--- config.mk ---
export PLATFORM = sky130hd
export DESIGN_NAME = state_timer
export DESIGN_NICKNAME = d
export VERILOG_FILES = /design/src/rtl/state_timer_pkg.sv /design/src/rtl/state_timer_prescaler.sv /design/src/rtl/state_timer.sv
export SDC_FILE = /design/constraint.sdc
export NUM_CORES = 1
export LEC_CHECK = 0
export CAP_MARGIN = 20
export CORE_AREA = 2 2 72 74
export DETAILED_ROUTE_END_ITERATION = 6
export DIE_AREA = 0 0 74 76
export GPL_TIMING_DRIVEN = 0
export PLACE_DENSITY = 0.81
export SYNTH_ARGS = -nofsm -noshare
export SYNTH_HDL_FRONTEND = slang
export SYNTH_HIERARCHICAL = 1
export SYNTH_SLANG_ARGS = --single-unit
--- constraint.sdc ---
create_clock -name clk -period 3.2 [get_ports clk]
set_clock_uncertainty 0.2 [all_clocks]
set_input_delay 0.64 -clock clk [delete_from_list [all_inputs] [get_ports clk]]
set_output_delay 0.64 -clock clk [all_outputs]
set_load 0.01 [all_outputs]
--- src/rtl/state_timer_pkg.sv ---
// Shared constants for the train-controller blocks: timer FSM encoding,
// 4-bit train state codes and the millisecond field width.
package state_timer_pkg;

  localparam int STATE_W = 4;
  localparam int MS_W    = 13;

  typedef logic [STATE_W-1:0] train_state_t;
  typedef logic [MS_W-1:0]    ms_t;

  // Train controller state codes (dwell times come from the parameter lookup)
  localparam train_state_t TS_HOME   = 4'b0000;
  localparam train_state_t TS_ACCEL  = 4'b0001;
  localparam train_state_t TS_CRUISE = 4'b0010;
  localparam train_state_t TS_BRAKE  = 4'b0011;
  localparam train_state_t TS_DOORS  = 4'b0100;

  // Dwell timer FSM
  typedef enum logic [2:0] {
    TMR_SYNC  = 3'd0,
    TMR_LOAD  = 3'd1,
    TMR_COUNT = 3'd2,
    TMR_DONE  = 3'd3,
    TMR_IDLE  = 3'd4
  } tmr_state_e;

endpackage

--- src/rtl/state_timer_prescaler.sv ---
// Clock-cycle prescaler: produces a one-cycle tick every TICKS_PER_MS
// enabled cycles. clear has priority and suppresses the tick.
module ms_prescaler #(
  parameter int TICKS_PER_MS = 50000
) (
  input  logic clk,
  input  logic reset,
  input  logic clear,
  input  logic enable,
  output logic tick
);

  localparam int CNT_W = (TICKS_PER_MS > 2) ? $clog2(TICKS_PER_MS) : 1;
  localparam logic [CNT_W-1:0] LAST = CNT_W'(TICKS_PER_MS - 1);

  logic [CNT_W-1:0] cnt;

  assign tick = enable && !clear && (cnt == LAST);

  // Cycle counter: wraps at LAST, freezes when not enabled
  always_ff @(posedge clk or posedge reset) begin
    if (reset)       cnt <= '0;
    else if (clear)  cnt <= '0;
    else if (enable) cnt <= (cnt == LAST) ? '0 : cnt + 1'b1;
  end

endmodule

--- src/rtl/state_timer.sv ---
// Per-state dwell timer: restarts on every change of present_state, counts
// the looked-up dwell down in ms and pulses timeout once when it expires.
module state_timer
  import state_timer_pkg::*;
#(
  parameter int CLK_FREQ_HZ  = 50000000,
  parameter int TICKS_PER_MS = CLK_FREQ_HZ / 1000
) (
  input  logic            clk,
  input  logic            reset,
  input  logic [3:0]      present_state,
  input  logic [MS_W-1:0] t,
  input  logic            pause,
  output logic            timeout,
  output logic            busy,
  output logic [MS_W-1:0] remaining_ms
);

  tmr_state_e   state, state_nxt;
  train_state_t prev_state;
  logic         change;
  logic         ms_tick;
  logic         pre_clear;
  logic         pre_en;

  assign change    = (present_state != prev_state);
  assign pre_clear = change || (state != TMR_COUNT);
  assign pre_en    = (state == TMR_COUNT) && !pause;
  assign busy      = (state == TMR_COUNT);
  assign timeout   = (state == TMR_DONE);

  ms_prescaler #(.TICKS_PER_MS(TICKS_PER_MS)) u_presc (
    .clk    (clk),
    .reset  (reset),
    .clear  (pre_clear),
    .enable (pre_en),
    .tick   (ms_tick)
  );

  // Change detector: reset value 0000 means state 0000 needs no change to time
  always_ff @(posedge clk or posedge reset) begin
    if (reset) prev_state <= TS_HOME;
    else       prev_state <= present_state;
  end

  // FSM state register
  always_ff @(posedge clk or posedge reset) begin
    if (reset) state <= TMR_SYNC;
    else       state <= state_nxt;
  end

  // Next state: a change overrides everything, including the final ms tick
  always_comb begin
    state_nxt = state;
    if (change) begin
      state_nxt = TMR_LOAD;
    end else begin
      unique case (state)
        TMR_SYNC:  state_nxt = TMR_LOAD;
        TMR_LOAD:  state_nxt = (t == '0) ? TMR_IDLE : TMR_COUNT;
        TMR_COUNT: if (ms_tick && remaining_ms == MS_W'(1)) state_nxt = TMR_DONE;
        TMR_DONE:  state_nxt = TMR_IDLE;
        TMR_IDLE:  state_nxt = TMR_IDLE;
        default:   state_nxt = TMR_SYNC;
      endcase
    end
  end

  // Remaining-ms counter: loaded in LOAD, decremented on ms ticks, 0 otherwise
  always_ff @(posedge clk or posedge reset) begin
    if (reset) begin
      remaining_ms <= '0;
    end else if (change) begin
      remaining_ms <= '0;
    end else begin
      unique case (state)
        TMR_LOAD:  remaining_ms <= t;
        TMR_COUNT: if (ms_tick && remaining_ms != '0) remaining_ms <= remaining_ms - 1'b1;
        default:   remaining_ms <= '0;
      endcase
    end
  end

endmodule

# [After elaboration in Yosys (flattened, before gate mapping)]
# Cells that the tools add are included.
[classes] n_eq_ne=10 muxes=10 n_addsub=2 reduce_logical=13
[ops] op="$mux 16" n=3
[ops] op="$mux 13" n=2
[ops] op="$pmux 13 s2" n=1
[ops] op="$add 16x1->16 const B" n=1
[ops] op="$eq 16x16->1 const B" n=1
[ops] op="$eq 13x1->1 const B" n=1
[ops] op="$logic_not 13->1" n=1
[ops] op="$reduce_bool 13->1" n=1
[ops] op="$sub 13x1->13 const B" n=1
[ops] op="$pmux 3 s4" n=1
[ops] op="$mux 3" n=3
[ops] op="$eq 3x2->1 const B" n=2
[ops] op="$ne 3x1->1 const B" n=2
[ops] op="$logic_and 1x1->1" n=5
[ops] op="$ne 4x4->1" n=1
[ops] op="$eq 3x1->1 const B" n=1
[ops] op="$eq 3x3->1 const B" n=1
[ops] op="$logic_not 3->1" n=1
[ops] op="$ne 3x2->1 const B" n=1
[ops] op="$logic_not 1->1" n=2
[ops] op="$reduce_bool 2->1" n=1
[ops] op="$reduce_or 2->1" n=1
[ops] op="$logic_or 1x1->1" n=1
[word_totals] reg_bits=36 elab_cells=39 in_bits=20

# [Longest topological paths before layout]
[logic_depth] word_depth=9 depth_mapped=11

# [Modules after synthesis]
# Netlist, hierarchy kept.
[modules_own_cells] mod="state_timer" seq_area_each_um2=500.5 n_inst=1 area_each_um2=1261.2 cells_per_inst=132
[modules_own_cells] mod="ms_prescaler" seq_area_each_um2=400.4 n_inst=1 area_each_um2=1068.5 cells_per_inst=117

# [Worst setup path after synthesis]
# Ideal clock, no wire load.
[synth_timing] path_kind="input to register" from="input port present_state[2]" to="register remaining_ms[8]" path_slack_ps=263 t_arrival_ps=2654 path_stages=11 path_cell_list="xnor2_1 nand4_4 nor2_1 inv_1 nand2b_1 nor2_1 inv_1 a41oi_4 nor2_4 or2_2 o21ai_0"
[synth_between] elab_chain_len=7 word_cells_on_any_way=8
[synth_lines] item="from (decl)" line_no="state_timer.sv:11" rtl="input logic [3:0] present_state,"
[synth_lines] item="$ne 4x4->1" line_no="state_timer.sv:26" rtl="assign change = (present_state != prev_state);"
[synth_lines] item="$logic_or 1x1->1" line_no="state_timer.sv:27" rtl="assign pre_clear = change || (state != TMR_COUNT);"
[synth_lines] item="via pre_clear" line_no="state_timer.sv:23" rtl="logic pre_clear;"
[synth_lines] item="$logic_not 1->1" line_no="state_timer_prescaler.sv:18" rtl="assign tick = enable && !clear && (cnt == LAST);"
[synth_lines] item="$logic_and 1x1->1 (2 in series)" line_no="state_timer_prescaler.sv:18"
[synth_lines] item="via ms_tick" line_no="state_timer.sv:22" rtl="logic ms_tick;"
[synth_lines] item="$logic_and 1x1->1" line_no="state_timer.sv:78" rtl="TMR_COUNT: if (ms_tick && remaining_ms != '0) remaining_ms <= remaining_ms - 1'b1;"
[synth_lines] item="$ne 3x1->1 (no line)"
[synth_lines] item="to (signal assigned)" line_no="state_timer.sv:77" rtl="TMR_LOAD: remaining_ms <= t;"
[synth_lines] item="to (signal assigned)" line_no="state_timer.sv:78"
[synth_lines] item="to (decl)" line_no="state_timer.sv:16" rtl="output logic [MS_W-1:0] remaining_ms"
# The timed path passes the listed nets, and every way through them passes these cells.
# A chain may end at the register's enable or synchronous reset.

# [Final worst setup path]
[layout_timing] from="input port present_state[3]" to="register remaining_ms[1]"
# The elaborated chain is that of the path after synthesis.

==> metrics.md <==
| Metric | Value |
|---|---|
| Final std cells w/o fill | `367` |
| Largest family of logic cells by synthesized area | `simple AND/OR/NAND/NOR gates` |
| CTS Buffer Depth | `2` |
| Crit Path Category | `in2reg` |
| Simple-gate share of the synthesized area | `0.290` |
| Routed Antenna Nets | `0` |
| Root Driver | `clkbuf_8` |
| IO Pins | `35` |
| Final setup fails | `0` |
| Hold depth | `1` |
| HP Start | `state[2]$_DFFE_PP0P_` |
| Fin crit share | `0.962` |
| Aggregate global-route resource usage | `0.222` |
| Clk_lat worst skew | `0.29 ns` |
| Slew Limit Fails | `0` |
| Vias | `around 2200` |
| Post-synthesis adder-cell area fraction | `0.0215` |
| Hold endpoint | `state[1]$_DFFE_PP0P_` |
| Synth Area in Compound Gates | `0.203` |
| Worst-path clk slew | `0.07 ns` |
| Setup_tns | `0 ns` |
| CTS Buf Count | `5` |
| Worst setup EP type | `flop` |
| Worst hold path class | `reg2reg` |
| Sequential share of the synthesized area | `0.387` |
| Count of cell types in the netlist | `59` |
| Sink Count | `36` |
| Internal power | `0.768 mW` |
| Measured slew at the worst slew-check pin | `0.859 ns` |
| Fraction of registers with async set/reset | `1.00` |
| Die ar. | `5620 um^2` |
| Required time worst endpoint | `3.17 ns` |
| Worst reg2reg path depth | `11` |
| Fmax | `325 MHz` |
| Met3 Routed Length | `between 200 and 300 um` |
| P_sw | `0.258 mW` |
| Seq pwr share | `0.464` |
| Reg2reg setup slack | `0.26 ns` |
| CTS Hold Buffers Added | `0` |
| Switching share of power | `0.251` |
| CP Launch Type | `primary input` |
| Final min period | `3.08 ns` |
| HPWL Detailed | `4190 um` |
| Layout Nets | `320` |
| Leakage power | `1.24 nW` |
| Clock share of power | `0.388` |
| Final WL | `between 5000 and 6000 um` |
| CP arrival | `3.05 ns` |
| RSZ-0062 raised after global routing | `false` |
| Number of synthesized flops with an enable pin | `0` |
| Gr ovfl total | `0` |
| Initial DRT Pass Iterations | `4` |
| WL per Instance | `16.3 um` |
| Vias in the first global route | `2127` |
| 1st-iter DRT viols | `140` |
| YS warnings | `6` |
| CTS H-tree depth | `2` |
| Max-cap violations | `0` |
| Layout cells sized above 1 | `0.158` |
| IO Port Bufs | `34` |
| DRC viols | `0` |
| Placer Congestion | `0.864` |
| Worst r2r dst | `remaining_ms[1]$_DFFE_PP0P_` |
| Mean Syn Cell Area | `around 9.4 um^2` |
| Post-Syn Nets | `273` |
| Status | `finished, final reports clean` |
| Combinational share of power | `0.147` |
| Diodes inserted | `0` |
| CP max FO | `12` |
| Final Hold Viols | `0` |
| CTS tree | `built` |
| DR WL met2 | `3040 um` |
| Highest routed layer | `met4` |
| Xor and xnor area share after synthesis | `0.0376` |
| Dpl cells | `353` |
| Cells after Synth | `249` |
| Slew Limit Headroom | `0.426` |
| Pwr/cell area | `345 nW/um^2` |
| Die Y | `76 um` |
| Met1 WL | `2540 um` |
| Die W | `approximately 74 um` |
| Row count | `26` |
| Top_reg_cell synth | `dfrtp_1` |
| Mux cell area share after synthesis | `0.0107` |
| Vias per cell | `5.92` |
| Synthesized flop and latch total | `36` |
| Area delta synth->final | `27.6%` |
| Reg2Reg Launch Point | `state[2]$_DFFE_PP0P_` |
| Worst hold slack | `0.288 ns` |
| Antenna violations before repair | `0` |
| Largest net degree at the start of global routing | `21` |
| Post-synthesis cell area | `2330 um^2` |
| Core ar. | `4910 um^2` |
| Initial Utilization | `0.474` |
| First-pass GRT wire length | `9970 um` |
| Maximum vdd ir drop | `0.000182 V` |
[power by group through the flow]
| stage | clock (mW) | combinational (mW) | sequential [mW] |
|---|---|---|---|
| floorplan | 0 | 0.0816 | 0.484 |
| global placement | 0 | 0.137 | 0.483 |
| detailed placement | 0 | 0.141 | 0.484 |
| CTS | 0.404 | 0.146 | 0.476 |
| global route | 0.425 | 0.165 | 0.477 |
| finish | 0.398 | 0.151 | 0.476 |
[flip-flops by register name, summed over array words and instances, names as in the netlist]
register,flops
prev_state,4
u_presc/cnt,16
remaining_ms,13
state,3
[layer usage]
layer,vias up,track usage
li1,1031,-
met1,1048,0.279
met2,76,0.379
met3,16,0.0317
met4,0,0.0782
met5,-,0
[cells in the final DEF, fill, tap and decap left out, drive strengths merged, types with 2 or more instances in the layout]
cell type / synthesis / layout
or2: 3 / 3
a32oi: 3 / 3
o32ai: 2 / 2
nor2: 22 / 22
nand2b: 6 / 6
a41oi: 3 / 3
a21oi: 8 / 8
nor3: 4 / 4
nand3: 18 / 18
o21ai: 12 / 12
clkdlybuf4s50: 0 / 34
ha: 4 / 4
dfrtp: 36 / 36
nand4: 8 / 8
and4: 2 / 2
clkbuf: 4 / 10
a31oi: 13 / 13
a21boi: 2 / 2
xor2: 5 / 5
buf: 5 / 11
and3: 4 / 4
nand2: 23 / 23
inv: 16 / 16
o22ai: 5 / 5
nor4: 6 / 6
a22o: 7 / 7
xnor2: 5 / 5
[timing repair]
item,CTS,global route
pin swaps,1,2
buffers inserted,2,4
endpoints found under the hold margin,0,0
setup endpoints to repair,13,12
resized for setup,8,3
[Yosys cell counts (2+ instances only)]
master / instances / area [um^2]
nand4_1: 5 / 31.3
nor2_1: 19 / 71.3
o32ai_1: 2 / 17.5
o22ai_1: 5 / 31.3
o21ai_0: 12 / 60.1
a41oi_1: 2 / 17.5
nor4_1: 3 / 18.8
nor4_2: 2 / 25.0
or2_2: 3 / 18.8
a21oi_1: 8 / 40.0
dfrtp_1: 36 / 901
nand4_4: 3 / 63.8
nor3_1: 4 / 20.0
xnor2_1: 5 / 43.8
a32oi_1: 3 / 26.3
clkbuf_1: 4 / 15.0
xor2_1: 5 / 43.8
nand3_1: 18 / 90.1
buf_6: 2 / 22.5
and4_1: 2 / 17.5
ha_1: 4 / 50.1
buf_4: 2 / 15.0
a31oi_1: 13 / 81.3
and3_1: 4 / 25.0
a22o_1: 7 / 61.3
nand2b_1: 6 / 37.5
nand2_1: 23 / 86.3
inv_1: 16 / 60.1
[per-stage QoR]
stage               power (mW)  worst slack (ns)  utilization  instance area, um^2
finish                    1.03             0.123        0.605                 2970
global placement         0.620            -0.575        0.561                 2760
CTS                       1.03            0.0351        0.597                 2930
global route              1.07            0.0218        0.605                 2970
floorplan                0.565             0.263            -                 2330
detailed placement       0.625            -0.657        0.561                 2760
[kinds of logic after synthesis]
group,after synthesis
AND/OR/NAND/NOR,107
flip-flops,36
buffers and inverters,25
AO/OA/AOI/OAI,65
adder cells (fa/ha/maj),4
XOR/XNOR,10
multiplexers,2
[layout make-up]
type / count / area, um^2
clock buffer: 6 / 72.6
clock inverter: 2 / 35.0
multi-input combinational: 188 / 1360
sequential: 36 / 901
timing repair buffer: 40 / 398
buffer: 9 / 57.6
fill: 416 / 1940
tap: 70 / 87.6
inverter: 16 / 60.1
[how the worst max path moves through the flow]
stage | end | start | slack (ns)
after detailed placement | remaining_ms[8]$_DFFE_PP0P_ | present_state[2] | -0.66
after floorplan | remaining_ms[8]$_DFFE_PP0P_ | present_state[2] | 0.26
final | remaining_ms[1]$_DFFE_PP0P_ | present_state[3] | 0.12
after global placement | remaining_ms[8]$_DFFE_PP0P_ | present_state[0] | -0.57
after global routing | remaining_ms[8]$_DFFE_PP0P_ | present_state[3] | 0.02
after CTS | remaining_ms[8]$_DFFE_PP0P_ | present_state[0] | 0.04
[worst max-delay path, cell delays in order]
cell             delay, ns
clkdlybuf4s50_1       0.47
xnor2_2               0.22
nand4_4               0.19
nor2_4                0.17
inv_2                 0.14
nand2b_4              0.19
nor2_2                0.15
inv_1                 0.08
a41oi_4               0.27
buf_12                0.16
nor2_8                0.06
mux2_4                0.31
(Power assumes the default switching activity.)
